### config.mk
export PLATFORM = sky130hd
export DESIGN_NAME = ks_exciter
export DESIGN_NICKNAME = d
export VERILOG_FILES = /design/src/rtl/ks_pkg.sv /design/src/rtl/ks_lfsr.sv /design/src/rtl/ks_exciter.sv
export SDC_FILE = /design/constraint.sdc
export NUM_CORES = 1
export LEC_CHECK = 0
export ABC_AREA = 0
export CAP_MARGIN = 10
export CORE_MARGIN = 2
export CORE_UTILIZATION = 30
export CTS_BUF_LIST = sky130_fd_sc_hd__clkbuf_16
export DETAILED_ROUTE_END_ITERATION = 16
export PLACE_DENSITY = 0.54
export SLEW_MARGIN = 0
export SYNTH_ARGS = -nofsm -noshare
export SYNTH_HDL_FRONTEND = slang
export SYNTH_SLANG_ARGS = --single-unit
export TNS_END_PERCENT = 100
### constraint.sdc
create_clock -name clk -period 8 [get_ports clk]
set_input_delay 1.6 -clock clk [delete_from_list [all_inputs] [get_ports clk]]
set_output_delay 1.6 -clock clk [all_outputs]
set_load 0.03 [all_outputs]
### src/rtl/ks_pkg.sv
// Shared constants and types for the Karplus-Strong excitation path.
package ks_pkg;

  localparam int          LFSR_W     = 32;
  localparam logic [31:0] LFSR_POLY  = 32'h8020_0003;
  localparam logic [31:0] LFSR_SEED  = 32'hACE1_0001;
  localparam logic [8:0]  UNITY_GAIN = 9'd256;

  typedef enum logic [1:0] {
    IDLE  = 2'd0,
    ARMED = 2'd1,
    BURST = 2'd2
  } state_t;

  function automatic logic [8:0] clamp_gain(input logic [8:0] gain);
    return (gain > UNITY_GAIN) ? UNITY_GAIN : gain;
  endfunction

endpackage

### src/rtl/ks_lfsr.sv
// 32-bit right-shifting Galois LFSR noise source, one step per advance.
module ks_lfsr
  import ks_pkg::*;
(
  input  logic              clk,
  input  logic              reset_n,
  input  logic              advance,
  output logic [LFSR_W-1:0] value
);

  logic [LFSR_W-1:0] state_reg;

  always_ff @(posedge clk) begin
    if (!reset_n) begin
      state_reg <= LFSR_SEED;
    end else if (advance) begin
      state_reg <= {1'b0, state_reg[LFSR_W-1:1]} ^ (state_reg[0] ? LFSR_POLY : '0);
    end
  end

  assign value = state_reg;

endmodule

### src/rtl/ks_exciter.sv
// Pluck excitation: amplitude-scaled noise burst of programmable length,
// stepped by the sample strobe, silent otherwise.
module ks_exciter
  import ks_pkg::*;
#(
  parameter int datawidth = 16,
  parameter int lenbits   = 12
) (
  input  logic                 clk,
  input  logic                 reset_n,
  input  logic                 ena,
  input  logic                 trigger,
  input  logic [8:0]           amplitude,
  input  logic [lenbits-1:0]   length,
  output logic [datawidth-1:0] q,
  output logic                 busy
);

  logic [LFSR_W-1:0]           lfsr_value;
  state_t                      state_reg;
  logic [datawidth-1:0]        q_reg;
  logic                        busy_reg;
  logic [lenbits-1:0]          count_reg;
  logic [lenbits-1:0]          len_reg;
  logic [8:0]                  amp_reg;
  logic signed [datawidth+9:0] product;
  logic [datawidth-1:0]        scaled;
  logic                        accept;

  ks_lfsr u_lfsr (
    .clk     (clk),
    .reset_n (reset_n),
    .advance (ena),
    .value   (lfsr_value)
  );

  // Gain is at most 256, so bits above datawidth+7 only carry sign.
  assign product = $signed(lfsr_value[datawidth-1:0]) * $signed({1'b0, amp_reg});
  assign scaled  = product[datawidth+7:8];
  assign accept  = trigger && (length != '0);

  always_ff @(posedge clk) begin
    if (!reset_n) begin
      state_reg <= IDLE;
      q_reg     <= '0;
      busy_reg  <= 1'b0;
      count_reg <= '0;
      len_reg   <= '0;
      amp_reg   <= '0;
    end else begin
      if (ena) begin
        case (state_reg)
          IDLE: begin
            q_reg <= '0;
          end
          ARMED: begin
            q_reg     <= scaled;
            count_reg <= len_reg - lenbits'(1);
            if (len_reg == lenbits'(1)) begin
              state_reg <= IDLE;
              busy_reg  <= 1'b0;
            end else begin
              state_reg <= BURST;
            end
          end
          BURST: begin
            q_reg     <= scaled;
            count_reg <= count_reg - lenbits'(1);
            if (count_reg == lenbits'(1)) begin
              state_reg <= IDLE;
              busy_reg  <= 1'b0;
            end
          end
          default: begin
            state_reg <= IDLE;
            busy_reg  <= 1'b0;
          end
        endcase
      end
      // A pluck overrides whatever the strobe did to the state; the strobe's
      // output sample still follows the pre-trigger state.
      if (accept) begin
        amp_reg   <= clamp_gain(amplitude);
        len_reg   <= length;
        state_reg <= ARMED;
        busy_reg  <= 1'b1;
      end
    end
  end

  assign q    = q_reg;
  assign busy = busy_reg;

endmodule

; After elaboration in Yosys (flattened, before gate mapping)
; Index checks and enable logic that the tools add are counted.
[op_classes]
n_lt_le_gt_ge = 1
n_addsub = 2
n_eq_ne = 8
reduce_logical = 13
bitwise = 3
muxes = 14
multipliers = 1
[op_table]
columns = op, n
row1 = 2-to-1 mux 32 bit, 1
row2 = case mux 16 bit (2 select lines), 1
row3 = bitwise XOR 31 x 32 -> 32 bit, 1
row4 = "equality test 12 x 1 -> 1 bit, second input constant", 2
row5 = multiplier 16 x 10 -> 24 bit, 1
row6 = case mux 12 bit (2 select lines), 1
row7 = "subtractor 12 x 1 -> 12 bit, second input constant", 2
row8 = nonzero test 12 bit, 1
row9 = "> comparator 9 bit, second input constant", 1
row10 = 2-to-1 mux 9 bit, 1
row11 = 2-to-1 mux 1 bit, 6
row12 = "inequality test 3 bit, second input constant", 2
row13 = case mux 2 bit (3 select lines), 1
row14 = AND reduction 3 bit, 2
row15 = nonzero test 2 bit, 3
row16 = 2-to-1 mux 2 bit, 2
row17 = "inequality test 2 bit, second input constant", 2
row18 = AND reduction 2 bit, 2
row19 = AND reduction 4 bit, 1
row20 = OR reduction 2 bit, 2
row21 = case mux 1 bit (3 select lines), 1
row22 = "equality test 2 x 1 -> 1 bit, second input constant", 1
row23 = "equality test 2 bit, second input constant", 1
row24 = zero test 2 bit, 1
row25 = other kinds (2), 3
[word_totals]
out_inout_bits = 17
word_cells = 50
reg_bits = 84

; Longest topological paths before layout
[logic_depth]
ltp_word = 5
depth_mapped = 21

; Hierarchy
; Synthesis repeated with hierarchy kept, for this count alone.
[unflattened]
hier_cells = 953
hier_area_um2 = 8513.2
[by_module_without_submodules]
columns = mod, area_each_um2, cells_per_inst, n_inst
row1 = ks_exciter, 7279.5, 847, 1
row2 = ks_lfsr, 1233.7, 106, 1

; Least setup slack after synthesis
; No wires, ideal clock.
[synth_timing]
path_type = reg2reg
from = register amp_reg[2]
to = register q_reg[14] (netlist: q[14])
synth_period_minus_slack_ns = 5.032
arrival_time_ns = 4.907
path_stages_with_launch = 22
t_required_ns = 7.875
setup_ns = 0.125
path_slack_ns = 2.968
path_cell_list = dfxtp_1 > clkbuf_1 > clkbuf_1 > nand2_1 > fa_1 > inv_1 > fa_1 > inv_1 > fa_1 > inv_1 > fa_1 > inv_1 > fa_1 > inv_1 > ha_1 > nand2_1 > o21ai_0 > nor2_1 > a211oi_1 > a41oi_1 > xor2_1 > o21ai_1
[synth_via]
elab_chain_len = 2
[synth_lines]
columns = element, line
row1 = from (decl), ks_exciter.sv:25  ; logic [8:0] amp_reg;
row2 = from (signal assigned), ks_exciter.sv:83  ; amp_reg <= clamp_gain(amplitude);
row3 = multiplier 16 x 10 -> 24 bit, ks_exciter.sv:38  ; assign product = $signed(lfsr_value[datawidth-1:0]) * $signed({1'b0, amp_reg});
row4 = case mux 16 bit (2 select lines), ks_exciter.sv:52  ; case (state_reg)
row5 = to (signal assigned), ks_exciter.sv:57  ; q_reg <= scaled;
row6 = to (signal assigned), ks_exciter.sv:67  ; q_reg <= scaled;
row7 = to (decl), ks_exciter.sv:21  ; logic [datawidth-1:0] q_reg;
; No other way between the ends.
; A chain may end at the register's enable or synchronous reset.

; Final worst setup path
[layout_timing]
from = register amp_reg[1]
to = register q_reg[14] (netlist: q[14])
; The elaborated chain is that of the path after synthesis.

==> results.cfg <==
[status]
outcome = complete, no violations

[pwr]
internal_power_w = 0.000733
p_sw_w = 0.000319
share_seq_of_total_power_pct = 44.1
p_leak_nw = 4.50
cellPowerDensity_nw_per_um2 = 110
share_comb_of_total_power_pct = 15.5
swShare_pct = 30.3
worst_ir_drop_vdd_mv = 0.0946
clock_power_share_pct = 40.4
design_power_total_w = 0.00105

[drt]
final_antenna_net_count = 0
avgRoutedWirePerCell_um = 13.8
vias = 6229
drt-pass1-iter-count = 5
drt_wl_total_um = 18900
drt-initial-drc-count = 377
avgViaCountPerCell = 4.57
drc = 0

[hold_path]
holdCritStartpoint = q[4]
holdPathEnd = q[4]
whs_path_depth = 2
holdCritPathClass = register to register

[grt]
number_of_global_route_vias_before_repair = 6387
grtUsageMet3_pct = 2.04
grt_pass1_wl_um = 32600
grt_start_max_net_pins = 69
global_route.overflow_total = 0
met2_usage_in_global_routing_pct = 21.1
initial_antenna_violation_count = 1
grt_use_total_pct = 13.3
grt_most_used_layer = met2
grt_met1_usage_pct = 18.8

[logic_synthesis]
yosys_register_bits = 84
post_synth_num_cell_types = 53
yosysWarnings = 0
number_of_instances_in_the_synthesized_netlist = 977
yosysTopAreaCell = fa_1
synth_top_family_by_area = adder cells
synth_mux_area_share_pct = 3.87
synth-simple-area-share_pct = 18.8
synth.top_cells.by_count = nand2_1, inv_1, fa_1, dfxtp_1, and2_1
yosysSeqAreaShare_pct = 19.7
asyncSetResetFlopFracSynth_pct = 0
yosysMostFrequentCell = nand2_1
synth.area.top_cells = fa_1, dfxtp_1, ha_1
postSynth.topFlopCell = dfxtp_1
share_of_the_synthesized_netlist_area_taken_by_xor_and_xnor_gates_pct = 3.90
syn_area_um2 = 8540
synth-adder-area-share_pct = 35.2
synth-edff-count = 0
yosysTopAreaCellShare_pct = 26.7
synthesis.area_per_instance_um2 = 8.74
synth-compound-area-share_pct = 10.3
net_count_of_the_mapped_netlist = 1174

[clocking]
htree_num_levels = 3
post_cts.repair.setup_buffers = 0
cts_num_sinks = 84
worst_skew_pair_later_pin_latency_ns = 0.36
cts_resized = 0
cts_inserted_buffers = 9
cts_tree = done
postCtsHoldBufs = 0
buffer_type_at_the_clock_tree_root = clkbuf_16
clkSlewWorstSetupHoldPaths_ns = 0.07
clock_tree.buffer_depth = 2

[floorplan]
rows = 61
dieHeight_um = 173
floorplan.initialDensity_pct = 30.6
floorplan.die_area_um2 = 29800
chipWidth_um = 173
fp.coreArea_um2 = 27900
io_pins = 42

[worst_setup_path]
timing.setup.critical_path_class = register to register
rrSetupSlack_ns = 2.53
worst_setup_path_start_kind = register
worst_r2r_startpoint = amp_reg[1]
worst_r2r_endpoint = q[14]
r2r.worst_path.cells = 19
worstPathArrival_ns = 5.76
cp.required_ns = 8.28
critPathCaptureType = register
timing.critical_path.fanout_max = 16

[placement]
dp.cells = 1348
place_congestion = 0.785
dpl.hpwl_um = 14700
portBuffers = 41

[timing]
period_share_pct = 68.4
slew-limit-headroom_pct = 35.2
setup_tns_ns = 0
grt_setup_unrepaired = no
timing_worst_slew_pin_value_ns = 0.972
drv_slew = 0
final.setup_skew_ns = 0.0124
fmax_mhz = 183
number_of_endpoints_failing_setup_at_the_final_stage = 0
period_needed_ns = 5.47
hold_violations = 0
worst_hold_slack_ns = 0.441

[cells_and_area]
design.final.nets = 1178
final_layout_size_suffix_gt1_share_pct = 2.54
flip_flop_count_of_the_largest_register_after_layout = 32
fin_cells = 1364
area_growth_from_synthesis_to_final_layout_pct = 11.7
n_antenna_cell = 0

[flow_run]
max_capacitance_violation_count = 0
[final cells by class]
class                           count  area [um^2]
Fill cell                        2967        18400
Multi-Input combinational cell    706         6150
Sequential cell                    84         1680
Inverter                          137          514
Tap cell                          378          473
Timing Repair Buffer               43          415
Clock buffer                        9          225
Clock inverter                      7         76.3
[logic make-up (layout without fill, tap and decap cells)]
logic type / count (synthesis) / in the layout
muxes: 33 / 33
adders and majority gates: 172 / 172
DFF: 84 / 84
xor gates and xnor gates: 38 / 38
and+or+nand+nor: 323 / 323
AOI/OAI and AO/OA: 140 / 140
buffers and inverters: 187 / 196
[metrics by stage]
step | area [um^2] | utilization [%] | setup WS (ns)
after floorplan | 8540 | - | 2.97
after global placement | 9240 | 33.1 | 2.63
after detailed placement | 9240 | 33.1 | 2.51
after CTS | 9540 | 34.1 | 2.49
after global routing | 9540 | 34.1 | 2.07
final | 9540 | 34.1 | 2.53
[worst max-delay path, cell delays in order, from the launching register on]
cell and delay (ns):
dfxtp_1 0.70, nand2_1 0.16, fa_1 0.55, inv_1 0.05, fa_1 0.50, inv_1 0.06, fa_1 0.52, inv_1 0.05
fa_1 0.47, inv_1 0.05, fa_1 0.47, inv_1 0.04, ha_1 0.32, nand2_1 0.08, o21ai_0 0.28, nor2_1 0.13
a211oi_1 0.48, a41oi_1 0.21, xor2_1 0.17, o21ai_1 0.11
[cell usage in the layout, fill, tap and decap left out, types with 21 or more instances in the layout]
cell type        synthesis  final
inv_1                  137    137
clkdlybuf4s50_1          0     39
and2_1                  74     74
mux2i_1                 33     33
xnor2_1                 22     22
nand2_1                153    153
dfxtp_1                 84     84
nor2b_1                 33     33
ha_1                    58     58
a21oi_1                 31     31
o21ai_0                 32     32
fa_1                   114    114
nor2_1                  21     21
[metal layers]
metal	part of all wire [%]	vias up
li1	-	3102
met1	51	3018
met2	44	95
met3	3.5	14
met4	1.4	0
met5	0	-
[power groups by stage]
stage          Clock, W  Combinational, W  Sequential [W]
6_report       0.000425          0.000163        0.000464
5_1_grt        0.000458          0.000184        0.000468
4_1_cts        0.000443          0.000165        0.000464
3_5_place_dp          0          0.000164        0.000474
3_3_place_gp          0          0.000163        0.000473
2_1_floorplan         0          0.000126        0.000460
[worst max-delay path by stage]
| stage | start | endpoint | slack [ns] | cells past startpoint |
|---|---|---|---|---|
| global route | amp_reg[1] | q[14] | 2.07 | 19 |
| CTS | amp_reg[1] | q[14] | 2.49 | 19 |
| detailed placement | amp_reg[1] | q[14] | 2.51 | 19 |
| finish | amp_reg[1] | q[14] | 2.53 | 19 |
| global placement | amp_reg[1] | q[14] | 2.63 | 19 |
| floorplan | amp_reg[2] | q[14] | 2.97 | 21 |
(Power assumes the default switching activity.)
